`src/rtl/branch_predict_resolve.sv`:
```
// Branch unit: BHT-based prediction at IF, compare-and-resolve at EX with
// registered outcome, BHT training and saturating performance counters.
module branch_predict_resolve #(
    parameter int XLEN        = 32,
    parameter int BHT_ENTRIES = 16,
    parameter int CTR_BITS    = 2,
    parameter int CNT_WIDTH   = 16
) (
    input  logic                 clk,
    input  logic                 reset,
    input  logic [XLEN-1:0]      if_pc,
    output logic                 predict_taken,
    input  logic                 ex_valid,
    input  logic [2:0]           ex_signal,
    input  logic [XLEN-1:0]      ex_pc,
    input  logic [XLEN-1:0]      ex_data1,
    input  logic [XLEN-1:0]      ex_data2,
    input  logic                 ex_pred_taken,
    output logic                 resolve_valid,
    output logic                 branch_taken,
    output logic                 mispredict,
    output logic [CNT_WIDTH-1:0] branch_count,
    output logic [CNT_WIDTH-1:0] miss_count
);

    localparam int INDEX_BITS = $clog2(BHT_ENTRIES);
    localparam logic [CTR_BITS-1:0]  CTR_MAX = {CTR_BITS{1'b1}};
    // Weakly-not-taken: all ones below the MSB; collapses to 0 for 1-bit counters.
    localparam logic [CTR_BITS-1:0]  CTR_WNT = CTR_BITS'((2 ** (CTR_BITS - 1)) - 1);
    localparam logic [CNT_WIDTH-1:0] CNT_MAX = {CNT_WIDTH{1'b1}};

    typedef enum logic [2:0] {
        BR_NONE = 3'd0,
        BR_BEQ  = 3'd1,
        BR_BNE  = 3'd2,
        BR_BLT  = 3'd3,
        BR_BGE  = 3'd4,
        BR_BLTU = 3'd5,
        BR_BGEU = 3'd6,
        BR_RSVD = 3'd7
    } branch_op_e;

    function automatic logic [CTR_BITS-1:0] ctr_inc(input logic [CTR_BITS-1:0] c);
        logic [CTR_BITS-1:0] r;
        if (c == CTR_MAX) begin
            r = c;
        end else begin
            r = c + CTR_BITS'(1);
        end
        return r;
    endfunction

    function automatic logic [CTR_BITS-1:0] ctr_dec(input logic [CTR_BITS-1:0] c);
        logic [CTR_BITS-1:0] r;
        if (c == {CTR_BITS{1'b0}}) begin
            r = c;
        end else begin
            r = c - CTR_BITS'(1);
        end
        return r;
    endfunction

    function automatic logic [CNT_WIDTH-1:0] cnt_inc(input logic [CNT_WIDTH-1:0] c);
        logic [CNT_WIDTH-1:0] r;
        if (c == CNT_MAX) begin
            r = c;
        end else begin
            r = c + CNT_WIDTH'(1);
        end
        return r;
    endfunction

    logic [CTR_BITS-1:0]   bht_r [BHT_ENTRIES];
    logic                  resolve_valid_r;
    logic                  branch_taken_r;
    logic                  mispredict_r;
    logic [CNT_WIDTH-1:0]  branch_count_r;
    logic [CNT_WIDTH-1:0]  miss_count_r;

    logic [INDEX_BITS-1:0] if_idx_s;
    logic [INDEX_BITS-1:0] ex_idx_s;
    branch_op_e            op_s;
    logic                  eq_s;
    logic                  lt_s;
    logic                  ltu_s;
    logic                  taken_s;
    logic                  is_branch_s;
    logic                  resolve_s;
    logic                  miss_s;
    logic                  predict_s;
    logic [CTR_BITS-1:0]   ctr_next_s;
    logic                  unused_pc_bits_s;

    // PC bits [1:0] are always zero for aligned instructions, so indexing skips them.
    assign if_idx_s = if_pc[INDEX_BITS+1:2];
    assign ex_idx_s = ex_pc[INDEX_BITS+1:2];
    assign unused_pc_bits_s = ^{if_pc[1:0], if_pc[XLEN-1:INDEX_BITS+2],
                                ex_pc[1:0], ex_pc[XLEN-1:INDEX_BITS+2]};

    assign op_s  = branch_op_e'(ex_signal);
    assign eq_s  = (ex_data1 == ex_data2);
    assign lt_s  = ($signed(ex_data1) < $signed(ex_data2));
    assign ltu_s = (ex_data1 < ex_data2);

    // Actual branch outcome for the operation in EX.
    always_comb begin
        taken_s = 1'b0;
        case (op_s)
            BR_BEQ:  taken_s = eq_s;
            BR_BNE:  taken_s = !eq_s;
            BR_BLT:  taken_s = lt_s;
            BR_BGE:  taken_s = !lt_s;
            BR_BLTU: taken_s = ltu_s;
            BR_BGEU: taken_s = !ltu_s;
            default: taken_s = 1'b0;
        endcase
    end

    // Resolve qualification: only valid, real branch encodings train and count.
    always_comb begin
        is_branch_s = 1'b0;
        case (op_s)
            BR_BEQ, BR_BNE, BR_BLT, BR_BGE, BR_BLTU, BR_BGEU: is_branch_s = 1'b1;
            default:                                          is_branch_s = 1'b0;
        endcase
    end

    assign resolve_s = ex_valid && is_branch_s;
    assign miss_s    = taken_s ^ ex_pred_taken;

    // Trained counter value for the EX index.
    always_comb begin
        ctr_next_s = bht_r[ex_idx_s];
        if (taken_s) begin
            ctr_next_s = ctr_inc(bht_r[ex_idx_s]);
        end else begin
            ctr_next_s = ctr_dec(bht_r[ex_idx_s]);
        end
    end

    // Prediction reads the stored counter, so a same-cycle update is not yet visible.
    always_comb begin
        predict_s = 1'b0;
        if (reset) begin
            predict_s = 1'b0;
        end else begin
            predict_s = bht_r[if_idx_s][CTR_BITS-1];
        end
    end

    assign predict_taken = predict_s;

    // BHT storage: reset to weakly-not-taken, trained on each resolve.
    always_ff @(posedge clk) begin
        if (reset) begin
            for (int i = 0; i < BHT_ENTRIES; i++) begin
                bht_r[i] <= CTR_WNT;
            end
        end else if (resolve_s) begin
            bht_r[ex_idx_s] <= ctr_next_s;
        end
    end

    // Resolution outputs: one-cycle pulses following each resolve.
    always_ff @(posedge clk) begin
        if (reset) begin
            resolve_valid_r <= 1'b0;
            branch_taken_r  <= 1'b0;
            mispredict_r    <= 1'b0;
        end else begin
            resolve_valid_r <= resolve_s;
            branch_taken_r  <= resolve_s && taken_s;
            mispredict_r    <= resolve_s && miss_s;
        end
    end

    // Saturating statistics counters.
    always_ff @(posedge clk) begin
        if (reset) begin
            branch_count_r <= {CNT_WIDTH{1'b0}};
            miss_count_r   <= {CNT_WIDTH{1'b0}};
        end else if (resolve_s) begin
            branch_count_r <= cnt_inc(branch_count_r);
            if (miss_s) begin
                miss_count_r <= cnt_inc(miss_count_r);
            end
        end
    end

    assign resolve_valid = resolve_valid_r;
    assign branch_taken  = branch_taken_r;
    assign mispredict    = mispredict_r;
    assign branch_count  = branch_count_r;
    assign miss_count    = miss_count_r;

endmodule

```
`config.mk`:
```
export PLATFORM = sky130hd
export DESIGN_NAME = branch_predict_resolve
export DESIGN_NICKNAME = d
export VERILOG_FILES = /design/src/rtl/branch_predict_resolve.sv
export SDC_FILE = /design/constraint.sdc
export NUM_CORES = 1
export LEC_CHECK = 0
export CAP_MARGIN = 40
export CORE_UTILIZATION = 46
export CTS_BUF_LIST = sky130_fd_sc_hd__clkbuf_4
export DETAILED_ROUTE_END_ITERATION = 16
export PLACE_DENSITY = 0.83
export SETUP_SLACK_MARGIN = 0.1
export SLEW_MARGIN = 20
export SYNTH_ARGS = -nofsm -noshare
export SYNTH_HDL_FRONTEND = slang
export SYNTH_SLANG_ARGS = --single-unit
```
`constraint.sdc`:
```
create_clock -name clk -period 4.4 [get_ports clk]
set_input_delay 0.88 -clock clk [delete_from_list [all_inputs] [get_ports clk]]
set_output_delay 0.88 -clock clk [all_outputs]
set_load 0.1 [all_outputs]
```
==> impl_metrics.py <==
metrics = {
    "routing": {
        "first_pass_iters": 5,
        "vias": 4227,
        "wl_per_cell_um": 15.4,
        "routed_wl_mm": 12.0,
        "drtAntennaViolNets": 0,
        "drc": 0,
        "via_per_inst": 5.43,
        "drtIter0Drc": 196,
    },
    "timing": {
        "skew_ns": 0.0220,
        "hold_viol": 0,
        "period_share": 0.911,
        "clock.fmax_mhz": 250,
        "maxSlewHeadroom": 0.572,
        "finalSetupViolCount": 0,
        "report.final.slew_viol_count": 0,
        "hold_ws_ns": 0.540,
        "fin_ws_ns": 0.393,
        "tightest_slew_ns": 0.641,
        "final.min_clock_period_ns": 4.01,
        "rsz0062_at_grt": "false",
    },
    "clock_network": {
        "holdBufCountCts": 0,
        "clock_path_buffers": 2,
        "cts_tree": "yes",
        "insertion_delay_ns": 0.43,
        "cts_buffers": 9,
        "post-cts-setup-buffers": 0,
        "ctsResizeCount": 0,
        "numClockSinks": 67,
        "cts_htree_levels": 3,
        "clk_pin_slew_ns": 0.13,
        "cts_root_buffer": "clkbuf_4",
    },
    "flow_run": {
        "cap_violations": 0,
    },
    "setup_path": {
        "crit_path_end_kind": "flip-flop",
        "reg2reg_slack_ns": 1.70,
        "crit_type": "input port to flip-flop",
        "slowest_delay_ns": 0.45,
        "critPathMaxFanout": 7,
        "cp_num_buf_inv": 4,
        "crit_chain": "clkdlybuf4s50_1, inv_1, ha_1, nand4_1, nor4_1, buf_4, nand3_1, mux2_2, nor2_1, a311oi_4, buf_4, a311o_1, a211o_1, mux2_4",
        "critPathMostFrequentCell": "buf_4",
        "crit_required_ns": 4.72,
        "path_delay_family": "compound AO/OA/AOI/OAI gates",
        "cp_slowest_cell": "clkdlybuf4s50_1",
        "arrival_ns": 4.32,
        "cp-start-kind": "input port",
    },
    "power_and_ir_drop": {
        "intPower_uw": 1020,
        "comb_power_share": 0.252,
        "sw_frac_of_total": 0.301,
        "p_total_uw": 1470,
        "clkPwrFrac": 0.289,
        "p_switching_uw": 440,
        "leakagePower_uw": 0.00263,
        "vdd_drop_max_mv": 0.154,
        "p_per_area_nw_per_um2": 220,
        "seqPwrFrac": 0.459,
    },
    "floorplanning": {
        "dieArea_um2": 10200,
        "core_area_um2": 9370,
        "initial_core_util": 0.481,
        "pin_count": 171,
        "die_x_um": 101,
        "rows": 35,
        "fp.dieH_um": 101,
    },
    "placed_design": {
        "place_hpwl_mm": 9.40,
        "gp_congestion": 0.859,
        "port_buffers": 114,
        "post-place-cells": 762,
        "dp_slack_ns": -0.0400,
    },
    "synth": {
        "ys_seq_area_frac": 0.369,
        "synth_edf_count": 32,
        "synth_area_um2": 4510,
        "synthTopCellsByCount": "nor2_1, nand2_1, inv_1",
        "netlist_instances": 486,
        "synth_top_cell_by_area": "edfxtp_1",
        "synthTopCellsByArea": "edfxtp_1, dfxtp_1, ha_1",
        "ys_types": 50,
        "syn-num-nets": 655,
        "post-synth-top-count-cell": "nor2_1",
        "ys_async_sr_fraction": 0,
        "synth-warning-count": 0,
        "avgSynthCellArea_um2": 9.27,
        "ys_ff_latch": 67,
        "ys.flop_type": "dfxtp_1",
        "yosysTopAreaCellShare": 0.213,
    },
    "layout": {
        "diodes": 0,
        "finalNonFillerCells": 778,
        "drive_gt1_frac": 0.179,
        "fin_nets": 813,
        "nFillCells": 680,
        "area_growth_pct": 47.5,
    },
    "global_routing": {
        "antenna_found_initial": 0,
        "grt_pass1_vias": 4133,
        "grt_use_total": 0.242,
        "grt_start_max_net_pins": 48,
        "grt_pass1_wl_mm": 19.1,
        "overflow": 0,
    },
    "run_status": {
        "status": "complete, no violations",
    },
    "hold_path": {
        "worstHoldPathType": "flip-flop to flip-flop",
    },
}
final timing paths:
kind,from,end,cells after the start
setup / recovery,ex_data2[14],miss_count[5],14
hold reg to reg,branch_count[9],branch_count[9],2
hold / removal,branch_count[9],branch_count[9],2
setup reg to reg,miss_count[3],miss_count[13],9
tightest hold or removal path, stage by stage, from the launching register on:
cell,delay (ns)
dfxtp_1,0.36
o21ai_0,0.09
a21oi_1,0.06
logic make-up after synthesis:
kind of cell | synth area share
and+or+nand+nor | 0.251
AOI/OAI and AO/OA | 0.0861
adders and majority gates | 0.0994
DFF | 0.369
buffers and inverters | 0.0492
xor gates and xnor gates | 0.0233
muxes | 0.122
cell usage in the layout, fill, tap and decap left out, types with 4 or more instances in the layout:
master and count:
nor4_1 13, nand4_1 13, or3_1 5, mux2i_1 4, o21ai_0 8, mux4_2 14, buf_12 4, mux2_2 15
a21oi_1 14, ha_1 34, dfxtp_1 35, clkbuf_4 9, nor2_1 55, nand2_1 40, buf_16 6, buf_4 14
nor2b_1 18, nand2b_1 18, buf_8 29, nor3_1 10, a21o_1 7, and3_1 6, xor2_1 9, inv_1 39
nand3_1 29, edfxtp_1 32, or2_2 10, o211ai_1 4, clkdlybuf4s50_1 112
registers in the layout, summed over array words and instances, names as in the netlist:
register	count
bht_r	32
branch_taken	1
miss_count	16
branch_count	16
resolve_valid	1
mispredict	1
power by group through the flow:
stage	clock [uW]	combinational [uW]	sequential [uW]
floorplan	0	159	720
global placement	0	337	686
detailed placement	0	368	687
CTS	428	369	673
global route	455	399	674
finish	423	369	673
routing by layer:
metal,GRT usage,up-vias,part of all wire
li1,-,2061,-
met1,0.280,1982,0.42
met2,0.448,166,0.50
met3,0.0451,18,0.066
met4,0.0803,0,0.014
met5,0,-,0
cell type report:
type / instances / area (um^2) / area share
Sequential cell: 67 / 1660 / 0.250
Inverter: 39 / 146 / 0.0220
Tap cell: 129 / 161 / 0.0243
Multi-Input combinational cell: 361 / 2620 / 0.395
Clock buffer: 9 / 67.6 / 0.0102
Clock inverter: 7 / 76.3 / 0.0115
Timing Repair Buffer: 166 / 1910 / 0.288
through the flow:
stage	utilization	cell area (um^2)	TNS, ns
3_3_place_gp	0.628	5880	0
4_1_cts	0.709	6650	0
5_1_grt	0.709	6650	0
3_5_place_dp	0.694	6500	-0.0607
2_1_floorplan	-	4510	0
6_report	0.709	6650	0
(Power assumes the default switching activity.)
